==> src/rtl/pulse_req_pkg.sv <==
// rtl/pulse_req_pkg.sv - shared state encoding and timer sizing for pulse_req_stretcher
package pulse_req_pkg;

  // Request sequencer states: IDLE (req low, nothing in flight), HIGH (req asserted), LOW (mandatory gap)
  typedef enum logic [1:0] {
    IDLE = 2'd0,
    HIGH = 2'd1,
    LOW  = 2'd2
  } state_e;

  // Timer width: must hold max(HOLD, GAP) - 1, sized as $clog2(max(HOLD, GAP) + 1)
  function automatic int timer_w(input int hold, input int gap);
    int m;
    m = (hold > gap) ? hold : gap;
    return $clog2(m + 1);
  endfunction

endpackage

==> src/rtl/pulse_req_stretcher.sv <==
// rtl/pulse_req_stretcher.sv - event pulse to held request level generator; optional ack handshake via PULSE_REQ_ACK_EN
module pulse_req_stretcher
  import pulse_req_pkg::*;
#(
  parameter int CNT_W = 4,
  parameter int HOLD  = 2,
  parameter int GAP   = 2
) (
  input  logic             clk,
  input  logic             reset_n,
  input  logic             pulse_i,
`ifdef PULSE_REQ_ACK_EN
  input  logic             ack_i,
`endif
  input  logic             clr_i,
  output logic             req_o,
  output logic [CNT_W-1:0] pending_o,
  output logic             overflow_o,
  output logic             busy_o
);

  localparam int               TMR_W   = timer_w(HOLD, GAP);
  localparam logic [TMR_W-1:0] HOLD_LD = TMR_W'(HOLD - 1);
  localparam logic [TMR_W-1:0] GAP_LD  = TMR_W'(GAP - 1);
  localparam logic [CNT_W-1:0] CNT_MAX = '1;

  state_e             state_q, state_d;
  logic [TMR_W-1:0]   tmr_q, tmr_d;
  logic [CNT_W-1:0]   pend_q, pend_d, pend_base;
  logic               ovf_q, ovf_d;
  logic               req_q, busy_q;
  logic               avail;
  logic               launch;
  logic               ack_ok;

  // Without the handshake, HIGH ends purely on the hold timer
`ifdef PULSE_REQ_ACK_EN
  assign ack_ok = ack_i;
`else
  assign ack_ok = 1'b1;
`endif

  // A clear discards queued events first; a same-cycle pulse is then counted on top
  assign pend_base = clr_i ? '0 : pend_q;
  assign avail     = (pend_base != '0) | pulse_i;

  // Sequencer next state and timer; launches only from IDLE or the final LOW cycle
  always_comb begin
    state_d = state_q;
    tmr_d   = tmr_q;
    launch  = 1'b0;
    case (state_q)
      IDLE: begin
        if (avail) begin
          launch  = 1'b1;
          state_d = HIGH;
          tmr_d   = HOLD_LD;
        end
      end
      HIGH: begin
        if (tmr_q != '0) begin
          tmr_d = tmr_q - TMR_W'(1);
        end else if (ack_ok) begin
          state_d = LOW;
          tmr_d   = GAP_LD;
        end
      end
      LOW: begin
        if (tmr_q != '0) begin
          tmr_d = tmr_q - TMR_W'(1);
        end else if (avail) begin
          launch  = 1'b1;
          state_d = HIGH;
          tmr_d   = HOLD_LD;
        end else begin
          state_d = IDLE;
          tmr_d   = '0;
        end
      end
      default: begin
        state_d = IDLE;
        tmr_d   = '0;
      end
    endcase
  end

  // Pending counter: +pulse -launch, saturating at max with a sticky overflow on a drop
  always_comb begin
    pend_d = pend_base;
    ovf_d  = clr_i ? 1'b0 : ovf_q;
    if (pulse_i && !launch) begin
      if (pend_base == CNT_MAX) begin
        ovf_d = 1'b1;
      end else begin
        pend_d = pend_base + CNT_W'(1);
      end
    end else if (!pulse_i && launch) begin
      pend_d = pend_base - CNT_W'(1);
    end
  end

  // State, timer, counter and registered outputs all advance on the same edge
  always_ff @(posedge clk or negedge reset_n) begin
    if (!reset_n) begin
      state_q <= IDLE;
      tmr_q   <= '0;
      pend_q  <= '0;
      ovf_q   <= 1'b0;
      req_q   <= 1'b0;
      busy_q  <= 1'b0;
    end else begin
      state_q <= state_d;
      tmr_q   <= tmr_d;
      pend_q  <= pend_d;
      ovf_q   <= ovf_d;
      req_q   <= (state_d == HIGH);
      busy_q  <= (state_d != IDLE);
    end
  end

  assign req_o      = req_q;
  assign pending_o  = pend_q;
  assign overflow_o = ovf_q;
  assign busy_o     = busy_q;

endmodule

==> config.mk <==
export PLATFORM = sky130hd
export DESIGN_NAME = pulse_req_stretcher
export DESIGN_NICKNAME = d
export VERILOG_FILES = /design/src/rtl/pulse_req_pkg.sv /design/src/rtl/pulse_req_stretcher.sv
export SDC_FILE = /design/constraint.sdc
export NUM_CORES = 1
export LEC_CHECK = 0
export ABC_AREA = 1
export CORE_AREA = 2 2 51 53
export CTS_CLUSTER_SIZE = 10
export DETAILED_ROUTE_END_ITERATION = 12
export DIE_AREA = 0 0 53 55
export RECOVER_POWER = 100
export REMOVE_ABC_BUFFERS = 1
export SYNTH_ARGS = -nofsm -noshare
export SYNTH_HDL_FRONTEND = slang
export SYNTH_SLANG_ARGS = --single-unit
export TNS_END_PERCENT = 10
==> constraint.sdc <==
create_clock -name clk -period 3.5 [get_ports clk]
set_input_delay 0.875 -clock clk [delete_from_list [all_inputs] [get_ports clk]]
set_output_delay 0.875 -clock clk [all_outputs]
set_load 0.005 [all_outputs]
; Word-level counts from Yosys, hierarchy flattened
; Cells that the tools add are included.
[op_classes]
add_sub_neg = 3
n_eq_ne = 5
n_mux = 19
n_bitwise = 1
n_reduce_logical = 8
[ops]
columns = operator, count
row1 = 4-bit two-way mux, 4
row2 = 2-bit two-way mux, 6
row3 = 2-bit case mux with 3 select lines, 2
row4 = 1-bit two-way mux, 6
row5 = 4-bit by 1-bit adder with 4-bit output (second input constant), 1
row6 = 2-bit by 1-bit equality test with 1-bit output (second input constant), 2
row7 = 4-bit equality test (second input constant), 1
row8 = 2-bit nonzero test, 2
row9 = 4-bit nonzero test, 1
row10 = 4-bit by 1-bit subtractor with 4-bit output (second input constant), 1
row11 = 2-bit equality test (second input constant), 1
row12 = 1-bit logical AND, 2
row13 = 1-bit zero test, 2
row14 = 2-bit zero test, 1
row15 = 2-bit inequality test (second input constant), 1
row16 = 1-bit case mux with 2 select lines, 1
row17 = 2-bit by 1-bit subtractor with 2-bit output (second input constant), 1
row18 = 1-bit bitwise OR, 1
[totals]
register_bits = 11
input_bits = 4
out_inout_bits = 7
wordCells = 42

; Depth between registers and ports, before layout
[depth]
depth_word = 9
ltp_mapped = 11
depth_no_buf = 11

; Worst setup path after synthesis
; OpenSTA, ideal clock, no wires.
[synth_path]
kind = input -> register
start = input port clr_i
end = register busy_q (netlist: busy_o)
setup_ns = 0.124
t_arrival_ns = 1.782
required_ns = 3.376
slack_ns = 1.594
path_stages = 9
path_buffers = 0
path_cell_list = inv_2 -> nand2_1 -> ha_1 -> inv_1 -> nor2_1 -> nand2_1 -> nor2_4 -> o22ai_2 -> or2_1
[synth_between]
elab_chain_cells = 7
elab_cells_between_ends = 8
cone_classes = 5 x mux / 1 x bitwise / 2 x reduce/logical
[synth_rtl]
columns = element, line_no
row1 = "start, declared", pulse_req_stretcher.sv:15  ; input logic clr_i,
row2 = 4-bit two-way mux (*), pulse_req_stretcher.sv:44  ; assign pend_base = clr_i ? '0 : pend_q;
row3 = 4-bit nonzero test (*), pulse_req_stretcher.sv:45  ; assign avail = (pend_base != '0) | pulse_i;
row4 = 1-bit bitwise OR (*), pulse_req_stretcher.sv:45
row5 = 1-bit two-way mux, pulse_req_stretcher.sv:71  ; end else if (avail) begin
row6 = 2-bit two-way mux, pulse_req_stretcher.sv:69  ; if (tmr_q != '0) begin
row7 = 2-bit case mux with 3 select lines (*), pulse_req_stretcher.sv:52  ; case (state_q)
row8 = net state_d[0], pulse_req_stretcher.sv:27  ; state_e state_q, state_d;
row9 = 2-bit nonzero test (*), pulse_req_stretcher.sv:117  ; busy_q <= (state_d != IDLE);
row10 = "end signal, assigned", pulse_req_stretcher.sv:117
row11 = "end, declared", pulse_req_stretcher.sv:31  ; logic req_q, busy_q;
; Mark *: on every way through the listed nets, which the timed path passes. The rest lies on a longest branch.
; A chain may end at the register's enable or synchronous reset.

; Worst setup path in the final report
[layout_path]
start = input port clr_i
end = register pend_q[2] (netlist: pending_o[2])
[layout_between]
elab_chain_cells = 9
elab_cells_between_ends = 15
cone_classes = 2 x add/sub / 1 x eq/ne / 7 x mux / 1 x bitwise / 4 x reduce/logical
[layout_rtl]
columns = element, line_no
row1 = 4-bit two-way mux (*), pulse_req_stretcher.sv:44
row2 = 4-bit nonzero test, pulse_req_stretcher.sv:45
row3 = 1-bit bitwise OR, pulse_req_stretcher.sv:45
row4 = 1-bit two-way mux, "pulse_req_stretcher.sv:54, pulse_req_stretcher.sv:71"
row5 = 1-bit two-way mux, pulse_req_stretcher.sv:69
row6 = 1-bit case mux with 2 select lines, pulse_req_stretcher.sv:52
row7 = 1-bit logical AND / 1-bit zero test (equally long branches), "pulse_req_stretcher.sv:97, pulse_req_stretcher.sv:91"
row8 = 4-bit two-way mux / 1-bit logical AND (equally long branches), "pulse_req_stretcher.sv:97, pulse_req_stretcher.sv:91"
row9 = 4-bit two-way mux (*), pulse_req_stretcher.sv:91  ; if (pulse_i && !launch) begin
row10 = net pend_d[2], pulse_req_stretcher.sv:29  ; logic [CNT_W-1:0] pend_q, pend_d, pend_base;
row11 = "end signal, assigned", pulse_req_stretcher.sv:114  ; pend_q <= pend_d;
row12 = "end, declared", pulse_req_stretcher.sv:29
; Marked as above.

==> flow_metrics.env <==
export IMPL_start_util=0.301
export IMPL_grt_max_degree=12
export IMPL_portBuffers=10
export IMPL_netlist_area_leader_share=0.387
export IMPL_diodes=0
export IMPL_drtIter0Drc=22
export IMPL_crit_buf_inv=3
export IMPL_min_path_type="reg2reg"
export IMPL_min_from="overflow_o$_DFF_PN0_"
export IMPL_routedWlPerCell_microns=10.8
export IMPL_fillCellCount=258
export IMPL_cp_slowest_cell="dlygate4sd3_1"
export IMPL_post_cts_buffers=0
export IMPL_worstRegToRegCells=10
export IMPL_hold_viol=0
export IMPL_postPlaceCellArea_sq_um=848
export IMPL_post_cts_resized=0
export IMPL_setup_tns_final_ns=0
export IMPL_worst_pin_slew_ns=0.527
export IMPL_ys_ff_latch=11
export IMPL_arrival_ns=2.63
export IMPL_worst_r2r_endpoint="pending_o[2]$_DFF_PN0_"
export IMPL_layout_nets=116
export IMPL_clock_latency_ns=0.27
export IMPL_slew_headroom=0.647
export IMPL_syn_area_sq_um=711
export IMPL_postCtsHoldBufs=0
export IMPL_grt_pass1_wl_microns=2420
export IMPL_switchingPower_uw=284
export IMPL_ff2ff_setup_slack_ns=1.95
export IMPL_worstHoldPathCells=2
export IMPL_multi_input_area_sq_um=367
export IMPL_area_growth_pct=21.0
export IMPL_synth_area_leader_cell="dfrtp_1"
export IMPL_synth_avg_cell_area_sq_um=7.56
export IMPL_worst_setup_path_end_kind="flop"
export IMPL_cts_sink_count=11
export IMPL_route_detailed_drc=0
export IMPL_r2r_start="pending_o[1]$_DFF_PN0_"
export IMPL_synth_area_leaders="dfrtp_1 39%, nand2_1 11%, inv_1 5.8%"
export IMPL_ant_nets=0
export IMPL_setup_violations_final=0
export IMPL_path_class="in2reg"
export IMPL_startpoint_type="input port"
export IMPL_critPathTopFamily="simple AND/OR/NAND/NOR gates"
export IMPL_vias=658
export IMPL_cp_max_fo=5
export IMPL_cts_root_buffer="clkbuf_4"
export IMPL_period_share=0.709
export IMPL_finalCriticalPeriod_ns=2.48
export IMPL_via_per_inst=4.77
export IMPL_gr_total_overflow=0
export IMPL_drive_gt1_frac=0.102
export IMPL_grt_pass1_vias=576
export IMPL_ys_warnings_count=0
export IMPL_routed_wl_microns=1480
export IMPL_layout_common_cells="20 x nand2_1, 13 x nor2_1, 12 x inv_1"
export IMPL_critPathMaxStageDelay_ns=0.55
export IMPL_clkPwrFrac=0.136
export IMPL_layout_commonest_cell="nand2_1"
export IMPL_core_sq_um=2360
export IMPL_pre_cts_slack_ns=0.981
export IMPL_antenna_found_initial=0
export IMPL_vdd_drop_max_uv=299
export IMPL_pin_count=11
export IMPL_cp_required_ns=3.65
export IMPL_ys_seq_area_frac=0.387
export IMPL_die_area_sq_um=2920
export IMPL_gp_congestion=0.768
export IMPL_status="complete, no violations"
export IMPL_die_w_microns=53
export IMPL_rows=18
export IMPL_seqCellArea_sq_um=275
export IMPL_clock_path_buffers=2
export IMPL_synthCells=94
export IMPL_sw_frac_of_total=0.440
export IMPL_stdcell_area_sq_um=860
export IMPL_p_total_uw=645
export IMPL_cts_buffers=3
export IMPL_grtUsageTotal=0.119
export IMPL_cts_htree_levels=1
export IMPL_comb_power_share=0.517
export IMPL_min_to="overflow_o$_DFF_PN0_"
export IMPL_p_seq_frac=0.347
export IMPL_rsz0062_at_grt="no"
export IMPL_die_h_microns=55
export IMPL_max_freq_mhz=403
export IMPL_place_hpwl_microns=1130
export IMPL_cp_cell_sequence="dlygate4sd3_1 > inv_1 > nand2_1 > ha_1 > inv_1 > nor2_1 > nand2_1 > nor2_1 > nor2_1 > nand3_1 > nand2_1 > nand3_1"
export IMPL_p_per_area_nw_per_um2=751
export IMPL_drv_slew=0
export IMPL_p_int_uw=362
export IMPL_path_clk_slew_ns=0.08
export IMPL_finClkSkew_ns=0.00286
export IMPL_finalWorstSetupSlack_ns=1.02
export IMPL_cts_tree="done"
export IMPL_drt_pass1_iter_count=4
export IMPL_synth_distinct_cells=20
export IMPL_power_leakage_uw=0.000430
export IMPL_maxCapViolations=0
worst reg2reg max path, cell delays in order (launching register included):
cell and delay, ns:
dfrtp_1 0.38, nand2_1 0.13, ha_1 0.22, inv_1 0.05
nor2_1 0.04, nand2_1 0.07, nor2_1 0.07, nor2_1 0.23
nand3_1 0.11, nand2_1 0.08, nand3_1 0.07
cell type report:
type                            instances  area share
Timing Repair Buffer                   10       0.116
Sequential cell                        11       0.320
Inverter                               14      0.0611
Clock buffer                            3      0.0262
Tap cell                               30      0.0437
Clock inverter                          1     0.00582
Multi-Input combinational cell         69       0.426
cell usage after synthesis:
library cell and count:
nand2_1 20, dfrtp_1 11, inv_1 11, nor2_1 11, nand3_1 8, o21ai_0 7
nand4_1 5, a21oi_1 3, ha_1 3, inv_2 3, nand2_2 2, nand2_4 2
a21oi_4 1, nor2_2 1, nor2_4 1, nor3_1 1, o22ai_1 1, o22ai_2 1
or2_1 1, xor2_1 1
sequential cells by signal, indices dropped and copies added (netlist names):
signal      cells
pending_o       4
req_o           1
overflow_o      1
state_q         2
tmr_q           2
busy_o          1
power groups by stage:
| stage | clock [uW] | sequential [uW] | combinational, uW |
|---|---|---|---|
| after detailed placement | 0 | 226 | 364 |
| after global routing | 101 | 231 | 381 |
| after CTS | 91.3 | 226 | 367 |
| after floorplan | 0 | 221 | 246 |
| after global placement | 0 | 227 | 364 |
| final | 87.8 | 224 | 333 |
worst max-delay path by stage:
stage	slack, ns	depth (start not counted)	start	end
after floorplan	1.59	9	clr_i	busy_o$_DFF_PN0_
after global placement	1.00	12	clr_i	pending_o[2]$_DFF_PN0_
after detailed placement	0.98	10	clr_i	busy_o$_DFF_PN0_
after CTS	1.27	10	clr_i	busy_o$_DFF_PN0_
after global routing	0.88	12	clr_i	pending_o[1]$_DFF_PN0_
final	1.02	12	clr_i	pending_o[2]$_DFF_PN0_
cell families after synthesis:
family / Yosys count / synth area share
compound gates: 13 / 0.120
fa+ha+maj: 3 / 0.0528
xor+xnor: 1 / 0.0123
simple gates: 52 / 0.354
flops: 11 / 0.387
buf+inv: 14 / 0.0739
routing by layer:
layer  wire, microns  share of wire  vias up  track usage
li1                -              -      332            -
met1             739           0.50      304        0.151
met3              86          0.058        2       0.0323
met5               0              0        -            0
met2             648           0.44       20        0.185
met4              11         0.0074        0       0.0641
per-stage QoR:
| stage | hold slack, ns | util | cells |
|---|---|---|---|
| after floorplan | 0.476 | - | 94 |
| after global placement | 0.532 | 0.359 | 134 |
| after detailed placement | 0.510 | 0.359 | 134 |
| after CTS | 0.544 | 0.370 | 138 |
| after global routing | 0.563 | 0.363 | 138 |
| final | 0.529 | 0.363 | 138 |
No activity file was read; power rests on OpenSTA's default activity.
